`src/rtl/key_entry_capture.sv`:
```
// Simon game input stage: synchronises and debounces the pushbuttons and round switch,
// builds the toggled guess during a round and hands it off over valid/ready at round close.
module key_entry_capture #(
   parameter int DEBOUNCE_CYCLES = 1000000,
   parameter int CNT_W           = 20
) (
   input  logic       clk,
   input  logic       reset,
   input  logic [3:0] key_n,
   input  logic       round_go,
   input  logic       entry_ready,
   output logic [3:0] press_pulse,
   output logic [3:0] pattern,
   output logic       entry_valid,
   output logic [3:0] entry_pattern,
   output logic       round_open
);

   // state  | meaning
   // IDLE   | no round; guess held at zero
   // ENTRY  | round open; press pulses toggle guess bits
   // HOLD   | round closed; frozen guess offered until accepted
   typedef enum logic [1:0] {
      ST_IDLE  = 2'd0,
      ST_ENTRY = 2'd1,
      ST_HOLD  = 2'd2
   } state_t;

   localparam int                NCH     = 5;
   localparam logic [CNT_W-1:0]  CNT_MAX = CNT_W'(DEBOUNCE_CYCLES - 1);
   localparam logic [CNT_W-1:0]  CNT_ONE = CNT_W'(1);

   logic [3:0]       key_s1_q, key_s2_q;
   logic             go_s1_q, go_s2_q;

   logic [NCH-1:0]   lvl;
   logic [NCH-1:0]   db_q, db_d;
   logic [NCH-1:0]   db_p1_q, db_p2_q;
   logic [CNT_W-1:0] cnt_q [NCH];
   logic [CNT_W-1:0] cnt_d [NCH];

   logic [3:0]       press_pulse_q, press_pulse_d;
   logic             go_rise_q, go_rise_d;
   logic             go_fall_q, go_fall_d;

   state_t           state_q, state_d;
   logic [3:0]       pattern_q, pattern_d;
   logic             entry_valid_q, entry_valid_d;
   logic [3:0]       entry_pattern_q, entry_pattern_d;
   logic [3:0]       pattern_nxt;

   always_ff @(posedge clk or posedge reset) begin
      if (reset) begin
         key_s1_q <= 4'hF;
         key_s2_q <= 4'hF;
         go_s1_q  <= 1'b0;
         go_s2_q  <= 1'b0;
      end else begin
         key_s1_q <= key_n;
         key_s2_q <= key_s1_q;
         go_s1_q  <= round_go;
         go_s2_q  <= go_s1_q;
      end
   end

   // Channels 0..3 are the keys as pressed-high levels; channel 4 is the round switch.
   assign lvl = {go_s2_q, ~key_s2_q};

   always_comb begin
      db_d = db_q;
      for (int i = 0; i < NCH; i++) begin
         cnt_d[i] = '0;
         if (lvl[i] != db_q[i]) begin
            if (cnt_q[i] == CNT_MAX) begin
               db_d[i]  = ~db_q[i];
               cnt_d[i] = '0;
            end else begin
               cnt_d[i] = cnt_q[i] + CNT_ONE;
            end
         end
      end
   end

   always_ff @(posedge clk or posedge reset) begin
      if (reset) begin
         db_q <= '0;
         for (int i = 0; i < NCH; i++) cnt_q[i] <= '0;
      end else begin
         db_q <= db_d;
         for (int i = 0; i < NCH; i++) cnt_q[i] <= cnt_d[i];
      end
   end

   // Edges are detected on a retimed copy of the debounced state so key pulses
   // and round edges come out of one identical pipeline and stay cycle-aligned.
   always_comb begin
      press_pulse_d = db_p1_q[3:0] & ~db_p2_q[3:0];
      go_rise_d     = db_p1_q[4] & ~db_p2_q[4];
      go_fall_d     = ~db_p1_q[4] & db_p2_q[4];
   end

   always_ff @(posedge clk or posedge reset) begin
      if (reset) begin
         db_p1_q       <= '0;
         db_p2_q       <= '0;
         press_pulse_q <= '0;
         go_rise_q     <= 1'b0;
         go_fall_q     <= 1'b0;
      end else begin
         db_p1_q       <= db_q;
         db_p2_q       <= db_p1_q;
         press_pulse_q <= press_pulse_d;
         go_rise_q     <= go_rise_d;
         go_fall_q     <= go_fall_d;
      end
   end

   always_comb begin
      state_d         = state_q;
      pattern_d       = pattern_q;
      entry_valid_d   = entry_valid_q;
      entry_pattern_d = entry_pattern_q;
      pattern_nxt     = pattern_q ^ press_pulse_q;
      case (state_q)
         ST_IDLE: begin
            pattern_d     = '0;
            entry_valid_d = 1'b0;
            if (go_rise_q) state_d = ST_ENTRY;
         end
         ST_ENTRY: begin
            pattern_d = pattern_nxt;
            if (go_fall_q) begin
               entry_pattern_d = pattern_nxt;
               entry_valid_d   = 1'b1;
               state_d         = ST_HOLD;
            end
         end
         ST_HOLD: begin
            if (entry_valid_q && entry_ready) begin
               entry_valid_d = 1'b0;
               pattern_d     = '0;
               state_d       = ST_IDLE;
            end
         end
         default: begin
            state_d       = ST_IDLE;
            pattern_d     = '0;
            entry_valid_d = 1'b0;
         end
      endcase
   end

   always_ff @(posedge clk or posedge reset) begin
      if (reset) begin
         state_q         <= ST_IDLE;
         pattern_q       <= '0;
         entry_valid_q   <= 1'b0;
         entry_pattern_q <= '0;
      end else begin
         state_q         <= state_d;
         pattern_q       <= pattern_d;
         entry_valid_q   <= entry_valid_d;
         entry_pattern_q <= entry_pattern_d;
      end
   end

   assign press_pulse   = press_pulse_q;
   assign pattern       = pattern_q;
   assign entry_valid   = entry_valid_q;
   assign entry_pattern = entry_pattern_q;
   assign round_open    = (state_q == ST_ENTRY);

endmodule

```
`config.mk`:
```
export PLATFORM = sky130hd
export DESIGN_NAME = key_entry_capture
export DESIGN_NICKNAME = d
export VERILOG_FILES = /design/src/rtl/key_entry_capture.sv
export SDC_FILE = /design/constraint.sdc
export NUM_CORES = 1
export LEC_CHECK = 0
export BUFFER_PORTS_ARGS = -buffer_cell sky130_fd_sc_hd__clkbuf_2
export CORE_MARGIN = 2
export CORE_UTILIZATION = 35
export CTS_CLUSTER_SIZE = 10
export DETAILED_ROUTE_END_ITERATION = 8
export PLACE_DENSITY = 0.49
export SYNTH_ARGS = -nofsm -noshare
export SYNTH_HDL_FRONTEND = slang
export SYNTH_SLANG_ARGS = --single-unit
```
`constraint.sdc`:
```
create_clock -name clk -period 4.95 [get_ports clk]
set_input_delay 0.99 -clock clk [delete_from_list [all_inputs] [get_ports clk]]
set_output_delay 0.99 -clock clk [all_outputs]
set_load 0.005 [all_outputs]
```
# Word level (Yosys, flattened, before mapping)
# Index checks and enable logic that the tools add are counted.
# Widths: inputs -> output; s select.
[totals]
regBits = 142
latchBits = 0
ramBits = 0
romBits = 0
input_bits = 8
output_inout_bits = 14
n_memories = 0
[op_classes]
n_addsub = 5
n_mul = 0
div_mod_pow = 0
magnitude_cmp = 0
eq_ne = 15
shift = 0
muxes = 19
bitwise_logic = 13
reduce_logical = 10
[ops]
columns = ["op", "n"]
rows = [
  ["$mux 20", 10],
  ["$add 20x1->20 const B", 5],
  ["$eq 20x20->1 const B", 5],
  ["$reduce_and 2->1", 7],
  ["$not 4->4", 2],
  ["$pmux 4 s2", 1],
  ["$not 1->1", 7],
  ["$mux 2", 3],
  ["$pmux 2 s3", 1],
  ["$ne 1x1->1", 5],
  ["$and 4x4->4", 1],
  ["$mux 4", 1],
  ["$ne 2x2->1 const B", 2],
  ["$xor 4x4->4", 1],
  ["$reduce_and 3->1", 1],
  ["$and 1x1->1", 2],
  ["$eq 2x1->1 const B", 1],
  ["$eq 2x2->1 const B", 1],
  ["$logic_not 2->1", 1],
  ["$mux 1", 2],
  ["$ne 2x1->1 const B", 1],
  ["$pmux 1 s2", 1],
  ["$logic_and 1x1->1", 1],
]

# Logic depth before layout (Yosys ltp)
[logic_depth]
ltp_word = 3
mapped_depth = 6

# Worst setup path before layout
# OpenSTA, ideal clock, no wires.
[synth_path]
path_kind = "register to register"
startpoint = "register cnt_q[80] in the netlist's numbering"
endpoint = "register cnt_q[89] in the netlist's numbering"
arrival_time_ps = 1720
t_required_ps = 4818
path_slack_ps = 3098
stages_incl_launch_ff = 7
synth_period_minus_slack_ps = 1852
cell_sequence = "dfrtp_1 > ha_1 > nand2_1 > or3_1 > o31ai_1 > clkbuf_1 > nor2_1"
[synth_lines]
columns = ["element", "line", "text"]
rows = [
  ["from (decl)", "39", "logic [CNT_W-1:0] cnt_q [NCH];"],
]

==> out/metrics.yaml <==
gr-total-overflow: 0
cts.sink_count: 142
tightestPinTransition_ps: 775
floorplan.rows: 49
cts_max_path_buffers: 2
crit_path_max_fanout: 11
layout-drive-gt1-share_pct: 12.2
routed-via-count: 4575
max_h_tree_level: 4
number_of_vias_per_cell: 5.07
regToRegEndpoint: "cnt_q[89]"
crit_arrival_ps: 2640
flow.area_growth_from_synthesis_pct: 15.4
p_seq_share_pct: 46.5
status: "finished, final reports clean"
ant_nets: 0
design.core.area_sq_um: 18000
synth_top_cells_by_area: "sky130_fd_sc_hd__dfrtp_1 52%, sky130_fd_sc_hd__xnor2_1 6.8%, sky130_fd_sc_hd__nor2_1 4.9%"
setup-violations-final: 0
worst_r2r_path_depth: 6
die_width_um: 140
finish.net_count: 674
postSynthAreaPerCell_sq_um: 10.2
period_minus_slack_ps: 2340
worst_path_dominant_cell_family: "simple AND/OR/NAND/NOR gates"
fin_tns_setup_ps: 0
clock.fmax_ghz: 0.427
first_pass_iters: 4
maximum_number_of_pins_on_one_net_before_global_route_repair: 84
clock_tree.root_cell: "sky130_fd_sc_hd__clkbuf_16"
layout.cells.most_common: "sky130_fd_sc_hd__dfrtp_1"
design.die.area_sq_um: 19500
whs_path_depth: 0
critical_path.startpoint_type: "register"
crit_path_cell_trace: "ha_1, nand2_1, or3_1, o31ai_2, buf_4, nor2_1"
netlist_instances: 632
power_report.internal_total_w: 0.00200
async_reset_ff_share_pct: 100
final-instance-count-excl-fill: 903
drt_iter0_drcs: 277
power_density_nw_per_um2: 344
postCtsSetupBuffers: 0
clock-skew-final_ps: 4.95
hp-start: "go_s1_q"
hold_viol: 0
postCtsHoldBufs: 0
most-common-layout-cells: "134 x sky130_fd_sc_hd__dfrtp_1, 85 x sky130_fd_sc_hd__nor2_1, 50 x sky130_fd_sc_hd__xnor2_1, 46 x sky130_fd_sc_hd__nand2_1, 28 x sky130_fd_sc_hd__nand4_1"
first_global_vias: 4560
fill_cells: 1784
cts_buffers: 17
grt_pass1_wl_um: 22100
globalRouteTotalUtil_pct: 13.8
ys_dominant_reg_cell: "sky130_fd_sc_hd__dfrtp_1"
cp_num_buf_inv: 1
drt-wirelength-per-cell_um: 13.9
finalCritPeriodShare_pct: 47.3
port_buffers: 21
slowest_stage: "sky130_fd_sc_hd__o31ai_2"
max-vdd-ir-drop_uv: 232
syn-num-nets: 645
place.detailed.instances: 871
fp.dieH_um: 140
critical_path_class: "reg -> reg"
critical_path_cell_count: 6
maxCapViolCount: 0
pin_count: 22
clk_latency_ps: 420
worst_setup_path_end_kind: "register"
synth.ff_latch_count: 142
rsz_0062_raised_after_global_routing: "false"
power_leakage_nw: 3.02
cts_tree: "done"
initial_core_util_pct: 35.8
required_time_of_the_critical_path_ps: 5250
timing.reg2reg.setup_slack_ps: 2610
syn-cell-area_sq_um: 6460
switchingPower_w: 0.000556
cts.reportedPaths.clkPinSlew_ps: 60
ys_warnings: 0
timing.max_slew.rel_slack_pct: 48.3
cpPeakStageDelay_ps: 660
yosysUniqueCellTypes: 46
gp_congestion: 0.760
cell_type_with_the_largest_total_area_after_synthesis: "sky130_fd_sc_hd__dfrtp_1"
finalWirelength_um: 12500
seq_area_frac_synth_pct: 55.2
drcViolationCount: 0
synth_largest_type_area_fraction_pct: 51.9
worst_min_delay_path_category: "reg -> reg"
grt_antenna_before_repair: 0
hpwl_after_dpl_um: 8450
final-max-slew-violation-count: 0
synth_edf_count: 0
clkPwrFrac_pct: 50.9
critical_path.reg2reg.startpoint: "cnt_q[80]"
number_of_antenna_cells_inserted: 0
post_cts.resized_instances: 0
worst_hold_path.endpoint: "go_s2_q"
netSwitchingFraction_pct: 21.7
comb_power_share_pct: 2.6
-- flip-flops by register name, indices dropped and copies added, names as in the netlist, 2 cells and up --
register / count
key_s2_q: 4
db_p1_q: 5
press_pulse: 4
entry_pattern: 4
state_q: 2
pattern: 4
db_q: 5
db_p2_q: 5
cnt_q: 100
key_s1_q: 4
-- metrics by stage --
| step | setup WS, ps | cell area, sq um | total power, W | util [%] | hold slack [ps] |
|---|---|---|---|---|---|
| after floorplan | 164 | 6460 | 0.00126 | - | 331 |
| after global placement | 2670 | 6840 | 0.00128 | 38.0 | 338 |
| after detailed placement | 2590 | 6840 | 0.00128 | 38.0 | 337 |
| after CTS | 2580 | 7450 | 0.00261 | 41.3 | 351 |
| after global routing | 2400 | 7450 | 0.00267 | 41.3 | 357 |
| final | 2610 | 7450 | 0.00256 | 41.3 | 347 |
-- cells by family after synthesis --
logic type / after synthesis / synth area share (%)
XOR/XNOR: 76 / 10.3
AND/OR/NAND/NOR: 298 / 24.2
flip-flops: 142 / 55.2
AO/OA/AOI/OAI: 67 / 6.41
adder cells (fa/ha/maj): 5 / 0.969
buffers and inverters: 42 / 2.62
multiplexers: 2 / 0.329
-- worst max-delay path by stage --
| stage | start | slack [ps] | to |
|---|---|---|---|
| floorplan | reset | 160 | cnt_q[0] |
| finish | cnt_q[80] | 2610 | cnt_q[89] |
| global placement | cnt_q[80] | 2670 | cnt_q[85] |
| CTS | cnt_q[80] | 2580 | cnt_q[89] |
| detailed placement | cnt_q[80] | 2590 | cnt_q[89] |
| global route | cnt_q[80] | 2400 | cnt_q[89] |
-- power by group through the flow --
| stage | registers [W] | clock network [W] | logic (W) |
|---|---|---|---|
| after floorplan | 0.00121 | 0 | 0.0000492 |
| after global placement | 0.00121 | 0 | 0.0000693 |
| after detailed placement | 0.00121 | 0 | 0.0000703 |
| after CTS | 0.00119 | 0.00135 | 0.0000706 |
| after global routing | 0.00119 | 0.00140 | 0.0000795 |
| final | 0.00119 | 0.00130 | 0.0000671 |
-- metal layers --
layer  routed length (um)  vias up  GRT usage [%]
met5                    0        -              0
met4                  178        0           4.79
met3                  400       12           3.58
met2                 5790       66           21.4
met1                 6180     2218           19.0
li1                     -     2279              -
-- layout make-up --
cell class,count,area [sq um],share of cell area (%)
clock buffer,19,443,5.95
clock inverter,13,164,2.20
inverter,25,98.8,1.33
multi-input combinational,448,2740,36.8
sequential,142,3560,47.8
tap,229,287,3.85
timing repair buffer,27,150,2.02
-- synth_stat cells (6+ instances only) --
| cell type | count |
|---|---|
| sky130_fd_sc_hd__xnor2_1 | 50 |
| sky130_fd_sc_hd__inv_1 | 24 |
| sky130_fd_sc_hd__clkbuf_1 | 15 |
| sky130_fd_sc_hd__nor2_1 | 85 |
| sky130_fd_sc_hd__nor2b_1 | 8 |
| sky130_fd_sc_hd__a21oi_1 | 22 |
| sky130_fd_sc_hd__nor3_1 | 18 |
| sky130_fd_sc_hd__and3_1 | 12 |
| sky130_fd_sc_hd__nor4_1 | 21 |
| sky130_fd_sc_hd__or3_1 | 14 |
| sky130_fd_sc_hd__nand4_1 | 28 |
| sky130_fd_sc_hd__dfstp_2 | 8 |
| sky130_fd_sc_hd__o31ai_1 | 12 |
| sky130_fd_sc_hd__nand2_1 | 46 |
| sky130_fd_sc_hd__nand4b_1 | 6 |
| sky130_fd_sc_hd__dfrtp_1 | 134 |
| sky130_fd_sc_hd__xor2_1 | 26 |
| sky130_fd_sc_hd__or4_1 | 7 |
| sky130_fd_sc_hd__o21ai_0 | 23 |
| sky130_fd_sc_hd__nand3_1 | 27 |
No activity file was read; power rests on OpenSTA's default activity.
